**config.mk**
```make
export PLATFORM = sky130hd
export DESIGN_NAME = id_ex_stage_flat
export DESIGN_NICKNAME = d
export VERILOG_FILES = /design/src/rtl/id_ex_stage_if.sv /design/src/rtl/id_ex_stage.sv /design/src/flat_wrapper.sv
export SDC_FILE = /design/constraint.sdc
export NUM_CORES = 1
export LEC_CHECK = 0
export ABC_AREA = 1
export BUFFER_PORTS_ARGS = -buffer_cell sky130_fd_sc_hd__buf_2
export CAP_MARGIN = 20
export CORE_AREA = 2 2 144 146
export DETAILED_ROUTE_END_ITERATION = 8
export DIE_AREA = 0 0 146 148
export GPL_TIMING_DRIVEN = 0
export SLEW_MARGIN = 20
export SYNTH_ARGS = -nofsm -noshare
export SYNTH_HDL_FRONTEND = slang
export SYNTH_SLANG_ARGS = --single-unit
```
**constraint.sdc**
```tcl
create_clock -name clk -period 16.69 [get_ports clk]
set_clock_uncertainty 0.1 [all_clocks]
set_input_delay 3.338 -clock clk [delete_from_list [all_inputs] [get_ports clk]]
set_output_delay 3.338 -clock clk [all_outputs]
set_load 0.1 [all_outputs]
```
**src/rtl/id_ex_stage_if.sv**
```systemverilog
// Decode/execute boundary bus: IF/ID inputs, reg_file read/writeback nets and the ID/EX register outputs.
// The stage uses the slave modport; the driving side (decode / testbench) uses master.
interface id_ex_if #(
  parameter int CTRL_W      = 8,
  parameter int STALL_CNT_W = 16
);
  logic                   in_valid;
  logic [31:0]            in_pc;
  logic [31:0]            in_imm;
  logic [4:0]             in_rs1;
  logic [4:0]             in_rs2;
  logic [4:0]             in_rd;
  logic                   in_is_load;
  logic [CTRL_W-1:0]      in_ctrl;
  logic                   flush;

  logic [4:0]             A1;
  logic [4:0]             A2;
  logic [31:0]            RD1;
  logic [31:0]            RD2;
  logic [4:0]             wb_A3;
  logic [31:0]            wb_WD3;
  logic                   wb_WE3;

  logic                   stall_req;
  logic                   ex_valid;
  logic [31:0]            ex_pc;
  logic [31:0]            ex_imm;
  logic [4:0]             ex_rs1;
  logic [4:0]             ex_rs2;
  logic [4:0]             ex_rd;
  logic                   ex_is_load;
  logic [CTRL_W-1:0]      ex_ctrl;
  logic [31:0]            ex_op1;
  logic [31:0]            ex_op2;
  logic [STALL_CNT_W-1:0] stall_cnt;

  modport master (
    output in_valid, in_pc, in_imm, in_rs1, in_rs2, in_rd, in_is_load, in_ctrl, flush,
    output RD1, RD2, wb_A3, wb_WD3, wb_WE3,
    input  A1, A2, stall_req,
    input  ex_valid, ex_pc, ex_imm, ex_rs1, ex_rs2, ex_rd, ex_is_load, ex_ctrl,
    input  ex_op1, ex_op2, stall_cnt
  );

  modport slave (
    input  in_valid, in_pc, in_imm, in_rs1, in_rs2, in_rd, in_is_load, in_ctrl, flush,
    input  RD1, RD2, wb_A3, wb_WD3, wb_WE3,
    output A1, A2, stall_req,
    output ex_valid, ex_pc, ex_imm, ex_rs1, ex_rs2, ex_rd, ex_is_load, ex_ctrl,
    output ex_op1, ex_op2, stall_cnt
  );
endinterface

```
**src/rtl/id_ex_stage.sv**
```systemverilog
// ID/EX pipeline register with load-use bubble insertion and saturating stall counter.
// Define IDEX_WB_BYPASS_EN to forward the same-cycle writeback value around reg_file.
module id_ex_stage #(
  parameter int CTRL_W      = 8,
  parameter int STALL_CNT_W = 16
) (
  input logic   clk,
  input logic   reset,
  id_ex_if.slave bus
);

  logic              hazard;
  logic [31:0]       op1_d;
  logic [31:0]       op2_d;
  logic [CTRL_W-1:0] ctrl_d;

  assign bus.A1 = bus.in_rs1;
  assign bus.A2 = bus.in_rs2;

  assign hazard = bus.in_valid & bus.ex_valid & bus.ex_is_load & (bus.ex_rd != 5'd0) &
                  ((bus.ex_rd == bus.in_rs1) | (bus.ex_rd == bus.in_rs2));

  // A flush squashes the waiting instruction, so there is nothing to hold upstream.
  assign bus.stall_req = hazard & ~bus.flush;
  assign ctrl_d        = bus.in_ctrl;

  always_comb begin
    op1_d = bus.RD1;
    op2_d = bus.RD2;
`ifdef IDEX_WB_BYPASS_EN
    if (bus.wb_WE3 && bus.wb_A3 != 5'd0 && bus.wb_A3 == bus.in_rs1) op1_d = bus.wb_WD3;
    if (bus.wb_WE3 && bus.wb_A3 != 5'd0 && bus.wb_A3 == bus.in_rs2) op2_d = bus.wb_WD3;
`endif
    if (bus.in_rs1 == 5'd0) op1_d = 32'd0;
    if (bus.in_rs2 == 5'd0) op2_d = 32'd0;
  end

  always_ff @(posedge clk or posedge reset) begin
    if (reset) begin
      bus.ex_valid   <= 1'b0;
      bus.ex_pc      <= '0;
      bus.ex_imm     <= '0;
      bus.ex_rs1     <= '0;
      bus.ex_rs2     <= '0;
      bus.ex_rd      <= '0;
      bus.ex_is_load <= 1'b0;
      bus.ex_ctrl    <= '0;
      bus.ex_op1     <= '0;
      bus.ex_op2     <= '0;
    end else if (bus.flush || hazard) begin
      // Bubble: clearing ex_is_load guarantees the load-use stall lasts one cycle.
      bus.ex_valid   <= 1'b0;
      bus.ex_pc      <= '0;
      bus.ex_imm     <= '0;
      bus.ex_rs1     <= '0;
      bus.ex_rs2     <= '0;
      bus.ex_rd      <= '0;
      bus.ex_is_load <= 1'b0;
      bus.ex_ctrl    <= '0;
      bus.ex_op1     <= '0;
      bus.ex_op2     <= '0;
    end else begin
      bus.ex_valid   <= bus.in_valid;
      bus.ex_pc      <= bus.in_pc;
      bus.ex_imm     <= bus.in_imm;
      bus.ex_rs1     <= bus.in_rs1;
      bus.ex_rs2     <= bus.in_rs2;
      bus.ex_rd      <= bus.in_rd;
      bus.ex_is_load <= bus.in_is_load;
      bus.ex_ctrl    <= ctrl_d;
      bus.ex_op1     <= op1_d;
      bus.ex_op2     <= op2_d;
    end
  end

  always_ff @(posedge clk or posedge reset) begin
    if (reset)
      bus.stall_cnt <= '0;
    else if (bus.stall_req && bus.stall_cnt != {STALL_CNT_W{1'b1}})
      bus.stall_cnt <= bus.stall_cnt + 1'b1;
  end

endmodule

```
**src/flat_wrapper.sv**
```systemverilog
// flat-port wrapper written by rule: the top's interface ports become plain ports
module id_ex_stage_flat 
#(
  parameter int CTRL_W      = 8,
  parameter int STALL_CNT_W = 16
)
  (clk, reset, bus_in_valid, bus_in_pc, bus_in_imm, bus_in_rs1, bus_in_rs2, bus_in_rd, bus_in_is_load, bus_in_ctrl, bus_flush, bus_RD1, bus_RD2, bus_wb_A3, bus_wb_WD3, bus_wb_WE3, bus_A1, bus_A2, bus_stall_req, bus_ex_valid, bus_ex_pc, bus_ex_imm, bus_ex_rs1, bus_ex_rs2, bus_ex_rd, bus_ex_is_load, bus_ex_ctrl, bus_ex_op1, bus_ex_op2, bus_stall_cnt);
  id_ex_if #(.CTRL_W(CTRL_W), .STALL_CNT_W(STALL_CNT_W)) bus_i ();
  input logic clk;
  input logic reset;
  input wire logic [$bits(bus_i.in_valid)-1:0] bus_in_valid;
  input wire logic [$bits(bus_i.in_pc)-1:0] bus_in_pc;
  input wire logic [$bits(bus_i.in_imm)-1:0] bus_in_imm;
  input wire logic [$bits(bus_i.in_rs1)-1:0] bus_in_rs1;
  input wire logic [$bits(bus_i.in_rs2)-1:0] bus_in_rs2;
  input wire logic [$bits(bus_i.in_rd)-1:0] bus_in_rd;
  input wire logic [$bits(bus_i.in_is_load)-1:0] bus_in_is_load;
  input wire logic [$bits(bus_i.in_ctrl)-1:0] bus_in_ctrl;
  input wire logic [$bits(bus_i.flush)-1:0] bus_flush;
  input wire logic [$bits(bus_i.RD1)-1:0] bus_RD1;
  input wire logic [$bits(bus_i.RD2)-1:0] bus_RD2;
  input wire logic [$bits(bus_i.wb_A3)-1:0] bus_wb_A3;
  input wire logic [$bits(bus_i.wb_WD3)-1:0] bus_wb_WD3;
  input wire logic [$bits(bus_i.wb_WE3)-1:0] bus_wb_WE3;
  output wire logic [$bits(bus_i.A1)-1:0] bus_A1;
  output wire logic [$bits(bus_i.A2)-1:0] bus_A2;
  output wire logic [$bits(bus_i.stall_req)-1:0] bus_stall_req;
  output wire logic [$bits(bus_i.ex_valid)-1:0] bus_ex_valid;
  output wire logic [$bits(bus_i.ex_pc)-1:0] bus_ex_pc;
  output wire logic [$bits(bus_i.ex_imm)-1:0] bus_ex_imm;
  output wire logic [$bits(bus_i.ex_rs1)-1:0] bus_ex_rs1;
  output wire logic [$bits(bus_i.ex_rs2)-1:0] bus_ex_rs2;
  output wire logic [$bits(bus_i.ex_rd)-1:0] bus_ex_rd;
  output wire logic [$bits(bus_i.ex_is_load)-1:0] bus_ex_is_load;
  output wire logic [$bits(bus_i.ex_ctrl)-1:0] bus_ex_ctrl;
  output wire logic [$bits(bus_i.ex_op1)-1:0] bus_ex_op1;
  output wire logic [$bits(bus_i.ex_op2)-1:0] bus_ex_op2;
  output wire logic [$bits(bus_i.stall_cnt)-1:0] bus_stall_cnt;
  assign bus_i.in_valid = bus_in_valid;
  assign bus_i.in_pc = bus_in_pc;
  assign bus_i.in_imm = bus_in_imm;
  assign bus_i.in_rs1 = bus_in_rs1;
  assign bus_i.in_rs2 = bus_in_rs2;
  assign bus_i.in_rd = bus_in_rd;
  assign bus_i.in_is_load = bus_in_is_load;
  assign bus_i.in_ctrl = bus_in_ctrl;
  assign bus_i.flush = bus_flush;
  assign bus_i.RD1 = bus_RD1;
  assign bus_i.RD2 = bus_RD2;
  assign bus_i.wb_A3 = bus_wb_A3;
  assign bus_i.wb_WD3 = bus_wb_WD3;
  assign bus_i.wb_WE3 = bus_wb_WE3;
  assign bus_A1 = bus_i.A1;
  assign bus_A2 = bus_i.A2;
  assign bus_stall_req = bus_i.stall_req;
  assign bus_ex_valid = bus_i.ex_valid;
  assign bus_ex_pc = bus_i.ex_pc;
  assign bus_ex_imm = bus_i.ex_imm;
  assign bus_ex_rs1 = bus_i.ex_rs1;
  assign bus_ex_rs2 = bus_i.ex_rs2;
  assign bus_ex_rd = bus_i.ex_rd;
  assign bus_ex_is_load = bus_i.ex_is_load;
  assign bus_ex_ctrl = bus_i.ex_ctrl;
  assign bus_ex_op1 = bus_i.ex_op1;
  assign bus_ex_op2 = bus_i.ex_op2;
  assign bus_stall_cnt = bus_i.stall_cnt;
  id_ex_stage #(.CTRL_W(CTRL_W), .STALL_CNT_W(STALL_CNT_W)) u_core (.clk(clk), .reset(reset), .bus(bus_i));
endmodule
```
==> results of run 1 <==
==> path summary, 6_finish.rpt <==
| path | end | startpoint | cells past startpoint | slack (ps) |
|---|---|---|---|---|
| min reg2reg | u_core.bus.stall_cnt[1]$_DFFE_PP0P_ | u_core.bus.stall_cnt[1]$_DFFE_PP0P_ | 2 | 440 |
| min in group asynchronous | u_core.bus.ex_imm[20]$_DFF_PP0_ | reset | 2 | 2920 |
| max in group asynchronous | u_core.bus.ex_pc[21]$_DFF_PP0_ | reset | 3 | 12760 |
| max | bus_stall_req | bus_in_rs1[0] | 11 | 8360 |
| min | u_core.bus.stall_cnt[1]$_DFFE_PP0P_ | u_core.bus.stall_cnt[1]$_DFFE_PP0P_ | 2 | 440 |
| max reg2reg | u_core.bus.ex_ctrl[3]$_DFF_PP0_ | u_core.bus.ex_rd[0]$_DFF_PP0_ | 11 | 14750 |
==> layout make-up <==
class,count,share of cell area
sequential,169,0.464
timing repair buffer,336,0.187
multi-input combinational,362,0.175
clock buffer,17,0.0466
inverter,108,0.0453
tap,270,0.0370
buffer,41,0.0295
clock inverter,14,0.0158
antenna,1,0.000274
==> cell usage in the layout, fill, tap and decap left out, types with 2 or more instances in the layout <==
master	Yosys	final
buf_1	3	3
nor2_1	167	167
inv_2	6	6
nand2_1	84	84
xor2_1	5	5
nor3_1	6	6
nand4_1	6	6
inv_6	0	2
inv_8	0	2
inv_1	102	101
buf_4	12	12
clkbuf_16	0	17
buf_2	8	343
buf_6	8	8
nand3_1	75	75
dfrtp_1	169	169
xnor2_1	9	9
clkinvlp_4	0	5
nor2_4	2	2
nand2_2	3	3
clkbuf_1	10	10
clkinv_4	0	3
==> worst register-to-register path, cell delays in order (launching register included) <==
cell and delay, ps:
dfrtp_1 430, inv_2 60, nand2_1 60, nand2_1 50, nor2_1 130, nand3_1 110, nand2_2 170, nand2_2 100
nand2_2 230, buf_6 200, buf_6 150, nor2_1 60
==> sequential cells by signal, indices dropped and copies added (netlist names) <==
| register | cells |
|---|---|
| u_core.bus.ex_pc | 32 |
| u_core.bus.ex_rs1 | 5 |
| u_core.bus.ex_op1 | 32 |
| u_core.bus.ex_valid | 1 |
| u_core.bus.ex_ctrl | 8 |
| u_core.bus.ex_is_load | 1 |
| u_core.bus.ex_rs2 | 5 |
| u_core.bus.ex_op2 | 32 |
| u_core.bus.stall_cnt | 16 |
| u_core.bus.ex_imm | 32 |
| u_core.bus.ex_rd | 5 |
==> cells in the mapped netlist <==
cell / instances
dfrtp_1: 169
nor2_1: 167
inv_1: 102
nand2_1: 84
nand3_1: 75
buf_4: 12
clkbuf_1: 10
xnor2_1: 9
buf_2: 8
buf_6: 8
inv_2: 6
nand4_1: 6
nor3_1: 6
xor2_1: 5
buf_1: 3
nand2_2: 3
nor2_4: 2
ha_1: 1
nand3_2: 1
nand4_2: 1
nor2_2: 1
o21bai_1: 1
==> layer usage <==
| layer | GRT usage | part of all wire | vias to the layer above |
|---|---|---|---|
| met5 | 0 | 0.00038 | - |
| met4 | 0.0558 | 0.020 | 2 |
| met1 | 0.211 | 0.41 | 2525 |
| met3 | 0.0549 | 0.077 | 29 |
| met2 | 0.288 | 0.49 | 217 |
| li1 | - | - | 2728 |
==> kinds of logic (layout without fill, tap and decap cells) <==
logic type / after synthesis / after routing / synth area share
and+or+nand+nor: 346 / 346 / 0.224
DFF: 169 / 169 / 0.651
buffers and inverters: 149 / 516 / 0.104
xor gates and xnor gates: 14 / 14 / 0.0189
adders and majority gates: 1 / 1 / 0.00192
AOI/OAI and AO/OA: 1 / 1 / 0.00116
other: 0 / 1 / 0
==> power groups by stage <==
| stage | combinational (mW) | sequential, mW | clock [mW] |
|---|---|---|---|
| after floorplan | 0.0429 | 0.589 | 0 |
| after global placement | 0.244 | 0.442 | 0 |
| after detailed placement | 0.246 | 0.442 | 0 |
| after CTS | 0.246 | 0.434 | 0.393 |
| after global routing | 0.256 | 0.436 | 0.412 |
| final | 0.244 | 0.434 | 0.383 |
==> metrics by stage <==
step | hold slack [ps] | instance area (um2) | util | cells
5_1_grt | 497 | 9120 | 0.455 | 1317
3_3_place_gp | 412 | 8520 | 0.425 | 1285
3_5_place_dp | 421 | 8550 | 0.427 | 1286
4_1_cts | 439 | 9120 | 0.455 | 1317
2_1_floorplan | 899 | 6500 | - | 680
6_report | 440 | 9120 | 0.455 | 1318
==> flow_summary_export.csv, run 1 <==
group,metric,value,unit
drt,avgViaCountPerCell,4.17,
floorplanning,coreArea,0.0200,mm2
yosys,syn_area,0.00650,mm2
yosys,yosysWarnings,0,
grt,grt_pass1_vias,5434,
floorplanning,die_h,148,um
drt,vias,5501,
power,finalPower,1.06,mW
critical_path,end_kind,"output pin",
critical_path,path_cells,"buf_2 > inv_1 > nand2_1 > nand2_1 > nor2_1 > nand3_1 > nand2_2 > nand2_2 > buf_6 > nor2_4 > buf_2",
placed_design,gp_congestion,0.841,
critical_path,arrival,4890,ps
clock_network,root_buffer,"clkbuf_16",
floorplanning,start_util,0.324,
yosys,yosysSeqAreaShare,0.651,
clock_network,cts_max_level,4,
drt,drt-total-wl,18.5,mm
power,p_int,677,uW
timing,setup_viol,0,
power,pwr_density_cell,116,mW/mm2
critical_path,required,13250,ps
timing,fin_tns_setup,0,ps
critical_path,cp_max_fo,10,
grt,overflow,0,
power,pwr-share-clk,0.361,
drt,route.detailed.drc,0,
clock_network,clk_latency,420,ps
power,p_sw,384,uW
grt,grt_pass1_wl,29.0,mm
yosys,yosysTopAreaCellShare,0.651,
cells_and_area,final-seq-area,0.00423,mm2
cells_and_area,fillerInstances,2010,
clock_network,postCtsSetupRepairBufs,0,
critical_path,path_buf_inv,4,
critical_path,crit_path_top_delay_cell,"buf_2",
drt,wl_per_cell,14.0,um
timing,grt_setup_unrepaired,"no",
clock_network,cts_made_buffers,17,
cells_and_area,multi_input_area,0.00160,mm2
status,outcome,"finished clean",
yosys,synth_seq_cells,169,
power,p_seq_frac,0.409,
cells_and_area,drive_gt1_frac,0.392,
job,maxCapViolCount,0,
timing,hold_viol,0,
yosys,syn_avg_cell_area,9.56,um2
grt,grt.total_usage,0.172,
grt,grt_max_degree,98,
clock_network,cts.sink_count,169,
critical_path,worstSetupPathType,"input port to output pin",
timing,fmax,120,MHz
timing,final_max_slew_viol_count,0,
floorplanning,std_cell_rows,52,
clock_network,cts_tree,"done",
clock_network,clockBufferDepth,2,
yosys,synthTopCellsByArea,"dfrtp_1 65%, nor2_1 9.6%, inv_1 5.9%, nand3_1 5.8%, nand2_1 4.8%",
cells_and_area,nets,1230,
power,p_sw_frac,0.362,
cells_and_area,area.growth.synth_to_final,40.3,%
floorplanning,die_area,0.0216,mm2
critical_path,slowest_delay,450,ps
yosys,ys_types,22,
timing,maxSlewHeadroom,0.490,
placed_design,hpwlAfterDp,14.0,mm
timing,finalWorstSetupSlack,8360,ps
critical_path,start_kind,"input port",
yosys,yosys.area.top_type,"dfrtp_1",
yosys,synthCells,680,
timing,min_period_over_period,0.499,
critical_path,crit_family,"buffers and inverters",
floorplanning,dieWidth,146,um
drt,ant_nets,0,
clock_network,cts.reportedPaths.clkPinSlew,70,ps
power,p_leak,5.48,nW
clock_network,cts_resized,0,
worst_hold_path,hold_path_class,"flop to flop",
placed_design,io_buffers,335,
clock_network,ctsHoldBuffers,0,
power,vdd_drop_max,64.3,uV
grt,antenna_found_initial,2,
floorplanning,pin_count,374,
power,p_comb_frac,0.230,
timing,min_period,8330,ps
timing,tightest_slew,760,ps
drt,drt_iter0_markers,190,
yosys,synth_nets,875,
placed_design,place_ws,8350,ps
drt,dr.pass1.iters,4,
Power figures use the tool's default switching activity.
==> run 2, diff against run 1 <==
--- a/config.mk
+++ b/config.mk
@@ -5,7 +5,7 @@
 export SDC_FILE = /design/constraint.sdc
 export NUM_CORES = 1
 export LEC_CHECK = 0
-export ABC_AREA = 1
+export ABC_AREA = 0
 export BUFFER_PORTS_ARGS = -buffer_cell sky130_fd_sc_hd__buf_2
 export CAP_MARGIN = 20
 export CORE_AREA = 2 2 144 146
==> constraint.sdc (replaced) <==
create_clock -name clk -period 8.05 [get_ports clk]
set_clock_uncertainty 0.1 [all_clocks]
set_input_delay 1.61 -clock clk [delete_from_list [all_inputs] [get_ports clk]]
set_output_delay 1.61 -clock clk [all_outputs]
set_load 0.1 [all_outputs]
==> run 2 against run 1 <==
  * Synthesized cell count decreased by 35%
  * Flip-flop and latch count unchanged
  * Register-to-register slack lost 8900 ps
  * Design area down 5.5%
  * First-iteration DRC count is 36% lower
  * Utilization down 2.5 points
  * Combinational power is 100% higher
  * Highest routed layer is now met4
  * Global-route usage down 1.9 points
==> flow_summary_export.csv, run 2 <==
group,metric,value,unit
clock_network,cts_max_level,4,
placed_design,gp_congestion,0.767,
cells_and_area,n_antenna_cell,0,
timing,whs,422,ps
status,outcome,"finished clean",
timing,fin_tns_setup,0,ps
critical_path,worstSetupPathType,"input port to output pin",
clock_network,cts_resized,0,
timing,grt_setup_unrepaired,"no",
grt,grt_pass1_wl,25.0,mm
yosys,synthTopCellsByArea,"dfrtp_1 71%, and2_1 16%, xor2_1 1.9%, xnor2_1 1.5%, buf_4 1.3%",
timing,tightest_slew,532,ps
yosys,synth_seq_cells,169,
critical_path,slowest_delay,440,ps
floorplanning,start_util,0.299,
yosys,syn_area,0.00599,mm2
yosys,synthCells,439,
critical_path,cp_max_fo,10,
clock_network,cts_made_buffers,17,
placed_design,dpl.cell_count,1045,
critical_path,start_kind,"input port",
drt,dr.pass1.iters,5,
yosys,yosysWarnings,0,
floorplanning,die_area,0.0216,mm2
grt,grt_max_degree,101,
critical_path,crit_path_top_delay_cell,"buf_2",
floorplanning,coreArea,0.0200,mm2
yosys,ys_async_sr_fraction,1.00,
clock_network,clockBufferDepth,2,
yosys,yosysSeqAreaShare,0.706,
critical_path,path_cells,"buf_2 > xnor2_1 > nand3_1 > o22a_1 > buf_2 > nor2_1 > buf_2",
critical_path,path_common_cell,"buf_2",
placed_design,io_buffers,335,
power,p_leak,4.69,nW
drt,route.detailed.drc,0,
drt,wl_per_cell,15.0,um
yosys,syn_avg_cell_area,13.7,um2
yosys,yosys.area.top_type,"dfrtp_1",
timing,min_period,4880,ps
cells_and_area,nets,989,
clock_network,cts_tree,"done",
drt,drt-total-wl,16.1,mm
yosys,ys_types,33,
yosys,yosys_most_used_dff,"dfrtp_1",
timing,maxSlewHeadroom,0.644,
cells_and_area,final_common_cell,"buf_2",
clock_network,clk_latency,420,ps
clock_network,ctsHoldBuffers,0,
drt,avgViaCountPerCell,4.07,
grt,antenna_found_initial,0,
worst_hold_path,hold_path_class,"flop to flop",
critical_path,path_buf_inv,3,
critical_path,end_kind,"output pin",
timing,fmax,205,MHz
cells_and_area,stdcell_area,0.00862,mm2
critical_path,arrival,3170,ps
yosys,synth_most_common_cell,"dfrtp_1",
clock_network,cts.sink_count,169,
yosys,synth-edff-count,0,
floorplanning,die_h,148,um
placed_design,hpwlAfterDp,12.3,mm
yosys,synth_nets,634,
job,maxCapViolCount,0,
clock_network,postCtsSetupRepairBufs,0,
critical_path,reg2reg_slack,5830,ps
cells_and_area,layout.cells.non_filler,1076,
cells_and_area,most-common-layout-cells,"338 x buf_2, 169 x dfrtp_1, 153 x and2_1",
drt,drt_iter0_markers,122,
grt,overflow,0,
timing,min_period_over_period,0.607,
clock_network,cts.reportedPaths.clkPinSlew,70,ps
floorplanning,std_cell_rows,52,
timing,setup_viol,0,
floorplanning,pin_count,374,
grt,grt.total_usage,0.153,
timing,final_max_slew_viol_count,0,
drt,vias,4375,
cells_and_area,drive_gt1_frac,0.485,
drt,ant_nets,0,
grt,grt_pass1_vias,4478,
yosys,synthTopCellsByCount,"169 x dfrtp_1, 153 x and2_1, 14 x clkbuf_1",
timing,hold_viol,0,
clock_network,root_buffer,"clkbuf_16",
placed_design,place_area,0.00804,mm2
cells_and_area,area.growth.synth_to_final,43.9,%
power,finalPower,2.19,mW
power,pwr_density_cell,253,mW/mm2
power,vdd_drop_max,128,uV
critical_path,crit_family,"buffers and inverters",
floorplanning,dieWidth,146,um
yosys,yosysTopAreaCellShare,0.706,
critical_path,required,6340,ps
## run 2: logic make-up after synthesis
family,share of synthesized area
buf+inv,0.0244
compound gates,0.0150
fa+ha+maj,0.00209
simple gates,0.214
xor+xnor,0.0336
flops,0.706
mux,0.00564
## run 2: report_power, final
part	leakage [nW]	switching [mW]	internal, mW	total [mW]
Combinational	2.21	0.403	0.0862	0.490
Clock	0.285	0.382	0.414	0.796
Sequential	2.20	0.0116	0.888	0.900
Total	4.69	0.797	1.39	2.19
## run 2: per-stage QoR
stage / utilization / worst slack [ps]
3_3_place_gp: 0.400 / -241
4_1_cts: 0.430 / 3180
6_report: 0.430 / 3170
5_1_grt: 0.430 / 3080
2_1_floorplan: - / 1760
3_5_place_dp: 0.401 / 3190
## run 2: routing by layer
layer,share of wire,global-route usage
met3,0.090,0.0614
met5,0,0
met2,0.49,0.256
met1,0.40,0.179
met4,0.021,0.0505
## run 2: area by class of cell
| type | instances | area [um2] |
|---|---|---|
| Clock inverter | 14 | 156 |
| Fill cell | 1987 | 11400 |
| Multi-Input combinational cell | 242 | 1620 |
| Inverter | 1 | 11.3 |
| Timing Repair Buffer | 336 | 1700 |
| Sequential cell | 169 | 4230 |
| Tap cell | 270 | 338 |
| Buffer | 27 | 143 |
| Clock buffer | 17 | 425 |
## run 2: worst register-to-register path: stages (launching register included)
cell and delay [ps]:
dfrtp_1 440, nor3_1 350, a21oi_4 170, a211oi_2 530, clkbuf_1 380, and2_1 190
## run 2: final timing paths
kind,start,end,cells past startpoint
setup / recovery,bus_in_rs1[4],bus_stall_req,7
hold / removal,u_core.bus.stall_cnt[7]$_DFFE_PP0P_,u_core.bus.stall_cnt[7]$_DFFE_PP0P_,1
setup reg to reg,u_core.bus.ex_rd[1]$_DFF_PP0_,u_core.bus.ex_op1[30]$_DFF_PP0_,5
hold reg to reg,u_core.bus.stall_cnt[7]$_DFFE_PP0P_,u_core.bus.stall_cnt[7]$_DFFE_PP0P_,1
max in group asynchronous,reset,u_core.bus.ex_valid$_DFF_PP0_,3
min in group asynchronous,reset,u_core.bus.ex_op1[27]$_DFF_PP0_,2
==> run 3, diff against run 2 <==
==> constraint.sdc (replaced) <==
create_clock -name clk -period 5.1 [get_ports clk]
set_clock_uncertainty 0.1 [all_clocks]
set_input_delay 1.02 -clock clk [delete_from_list [all_inputs] [get_ports clk]]
set_output_delay 1.02 -clock clk [all_outputs]
set_load 0.1 [all_outputs]
==> run 3 against run 2 <==
  * Design area up 1.1%
  * Via count increased by 1.9%
  * Non-clock buffer count is 4 higher
  * Count of clock-buffer cells in the layout is 1 higher
  * Worst hold slack got worse by 6.5 ps
  * Die area stayed put
  * Largest cell class unchanged
==> flow_summary_export.csv, run 3 (synthesis gave the netlist of run 2 again) <==
group,metric,value,unit
timing,finalWorstSetupSlack,1440,ps
clock_network,cts_tree,"done",
placed_design,io_buffers,335,
critical_path,cp_max_fo,10,
cells_and_area,area.growth.synth_to_final,45.4,%
power,pwr_density_cell,405,mW/mm2
timing,fin_tns_setup,0,ps
critical_path,crit_family,"buffers and inverters",
cells_and_area,layout.cells.non_filler,1081,
cells_and_area,fin_util,0.435,
cells_and_area,nets,993,
critical_path,crit_path_top_delay_cell,"buf_2",
status,outcome,"finished clean",
power,vdd_drop_max,223,uV
grt,grt_max_degree,36,
timing,hold_viol,0,
cells_and_area,n_antenna_cell,0,
clock_network,ctsHoldBuffers,0,
critical_path,required,3980,ps
critical_path,slowest_delay,430,ps
job,maxCapViolCount,0,
cells_and_area,final_common_cell,"buf_2",
power,p_leak,4.73,nW
floorplanning,dieWidth,146,um
drt,wl_per_cell,15.5,um
placed_design,place_ws,1420,ps
grt,grt.total_usage,0.157,
clock_network,clk_latency,410,ps
grt,grt_pass1_vias,4617,
timing,tightest_slew,581,ps
placed_design,dpl.cell_count,1049,
critical_path,end_kind,"output pin",
clock_network,cts_resized,0,
clock_network,cts_made_buffers,17,
timing,fmax,273,MHz
critical_path,start_kind,"input port",
critical_path,path_cells,"buf_2 > xnor2_1 > nand3_1 > o22a_1 > buf_2 > nor2_1 > buf_2",
floorplanning,coreArea,0.0200,mm2
critical_path,arrival,2540,ps
power,finalPower,3.53,mW
clock_network,cts.reportedPaths.clkPinSlew,70,ps
clock_network,cts_max_level,4,
drt,vias,4459,
drt,route.detailed.drc,0,
clock_network,cts.sink_count,169,
placed_design,hpwlAfterDp,13.1,mm
grt,antenna_found_initial,0,
floorplanning,pin_count,374,
clock_network,clockBufferDepth,2,
critical_path,worstSetupPathType,"input port to output pin",
cells_and_area,stdcell_area,0.00872,mm2
clock_network,root_buffer,"clkbuf_16",
cells_and_area,most-common-layout-cells,"338 x buf_2, 169 x dfrtp_1, 153 x and2_1",
worst_hold_path,hold_path_class,"flop to flop",
placed_design,place_area,0.00811,mm2
timing,grt_setup_unrepaired,"no",
floorplanning,std_cell_rows,52,
floorplanning,start_util,0.299,
timing,whs,416,ps
timing,maxSlewHeadroom,0.613,
critical_path,path_buf_inv,3,
drt,drt_iter0_markers,125,
floorplanning,die_h,148,um
drt,avgViaCountPerCell,4.12,
floorplanning,die_area,0.0216,mm2
critical_path,reg2reg_slack,2720,ps
timing,final_max_slew_viol_count,0,
clock_network,postCtsSetupRepairBufs,0,
grt,grt_pass1_wl,25.8,mm
timing,setup_viol,0,
timing,min_period_over_period,0.718,
drt,dr.pass1.iters,4,
drt,ant_nets,0,
cells_and_area,drive_gt1_frac,0.487,
critical_path,path_common_cell,"buf_2",
grt,overflow,0,
drt,drt-total-wl,16.8,mm
timing,min_period,3660,ps
placed_design,gp_congestion,0.780,
==> run 3: worst paths after layout <==
check,startpoint,to,cells past startpoint
setup / recovery,bus_in_rs1[1],bus_stall_req,7
hold / removal,u_core.bus.stall_cnt[15]$_DFFE_PP0P_,u_core.bus.stall_cnt[15]$_DFFE_PP0P_,1
setup reg to reg,u_core.bus.ex_rd[1]$_DFF_PP0_,u_core.bus.ex_rs2[3]$_DFF_PP0_,5
hold reg to reg,u_core.bus.stall_cnt[15]$_DFFE_PP0P_,u_core.bus.stall_cnt[15]$_DFFE_PP0P_,1
max in group asynchronous,reset,u_core.bus.ex_op1[2]$_DFF_PP0_,4
min in group asynchronous,reset,u_core.bus.ex_pc[13]$_DFF_PP0_,2
==> run 3: routing by layer <==
| metal | up-vias | global-route usage | share of wire |
|---|---|---|---|
| met5 | - | 0 | 0 |
| met4 | 0 | 0.0544 | 0.013 |
| met3 | 12 | 0.0525 | 0.087 |
| met2 | 237 | 0.274 | 0.50 |
| met1 | 2105 | 0.182 | 0.40 |
| li1 | 2105 | - | - |
==> run 3: area by class of cell <==
cell class / count / area, um2
Tap cell: 270 / 338
Clock inverter: 14 / 175
Timing Repair Buffer: 340 / 1780
Inverter: 1 / 7.51
Sequential cell: 169 / 4230
Buffer: 27 / 143
Fill cell: 1983 / 11300
Multi-Input combinational cell: 242 / 1620
Clock buffer: 18 / 429
==> run 3: report_power, final <==
part	leakage (nW)	switching [mW]	internal [mW]
clock	0.292	0.585	0.747
combinational	2.23	0.639	0.142
sequential	2.20	0.0189	1.40
==> run 3: worst reg2reg max path: cells and delay by family, from the launching register on <==
kind	cells	cell delay, ps
compound gates	2	680
buf+inv	1	520
flops	1	440
simple gates	2	580
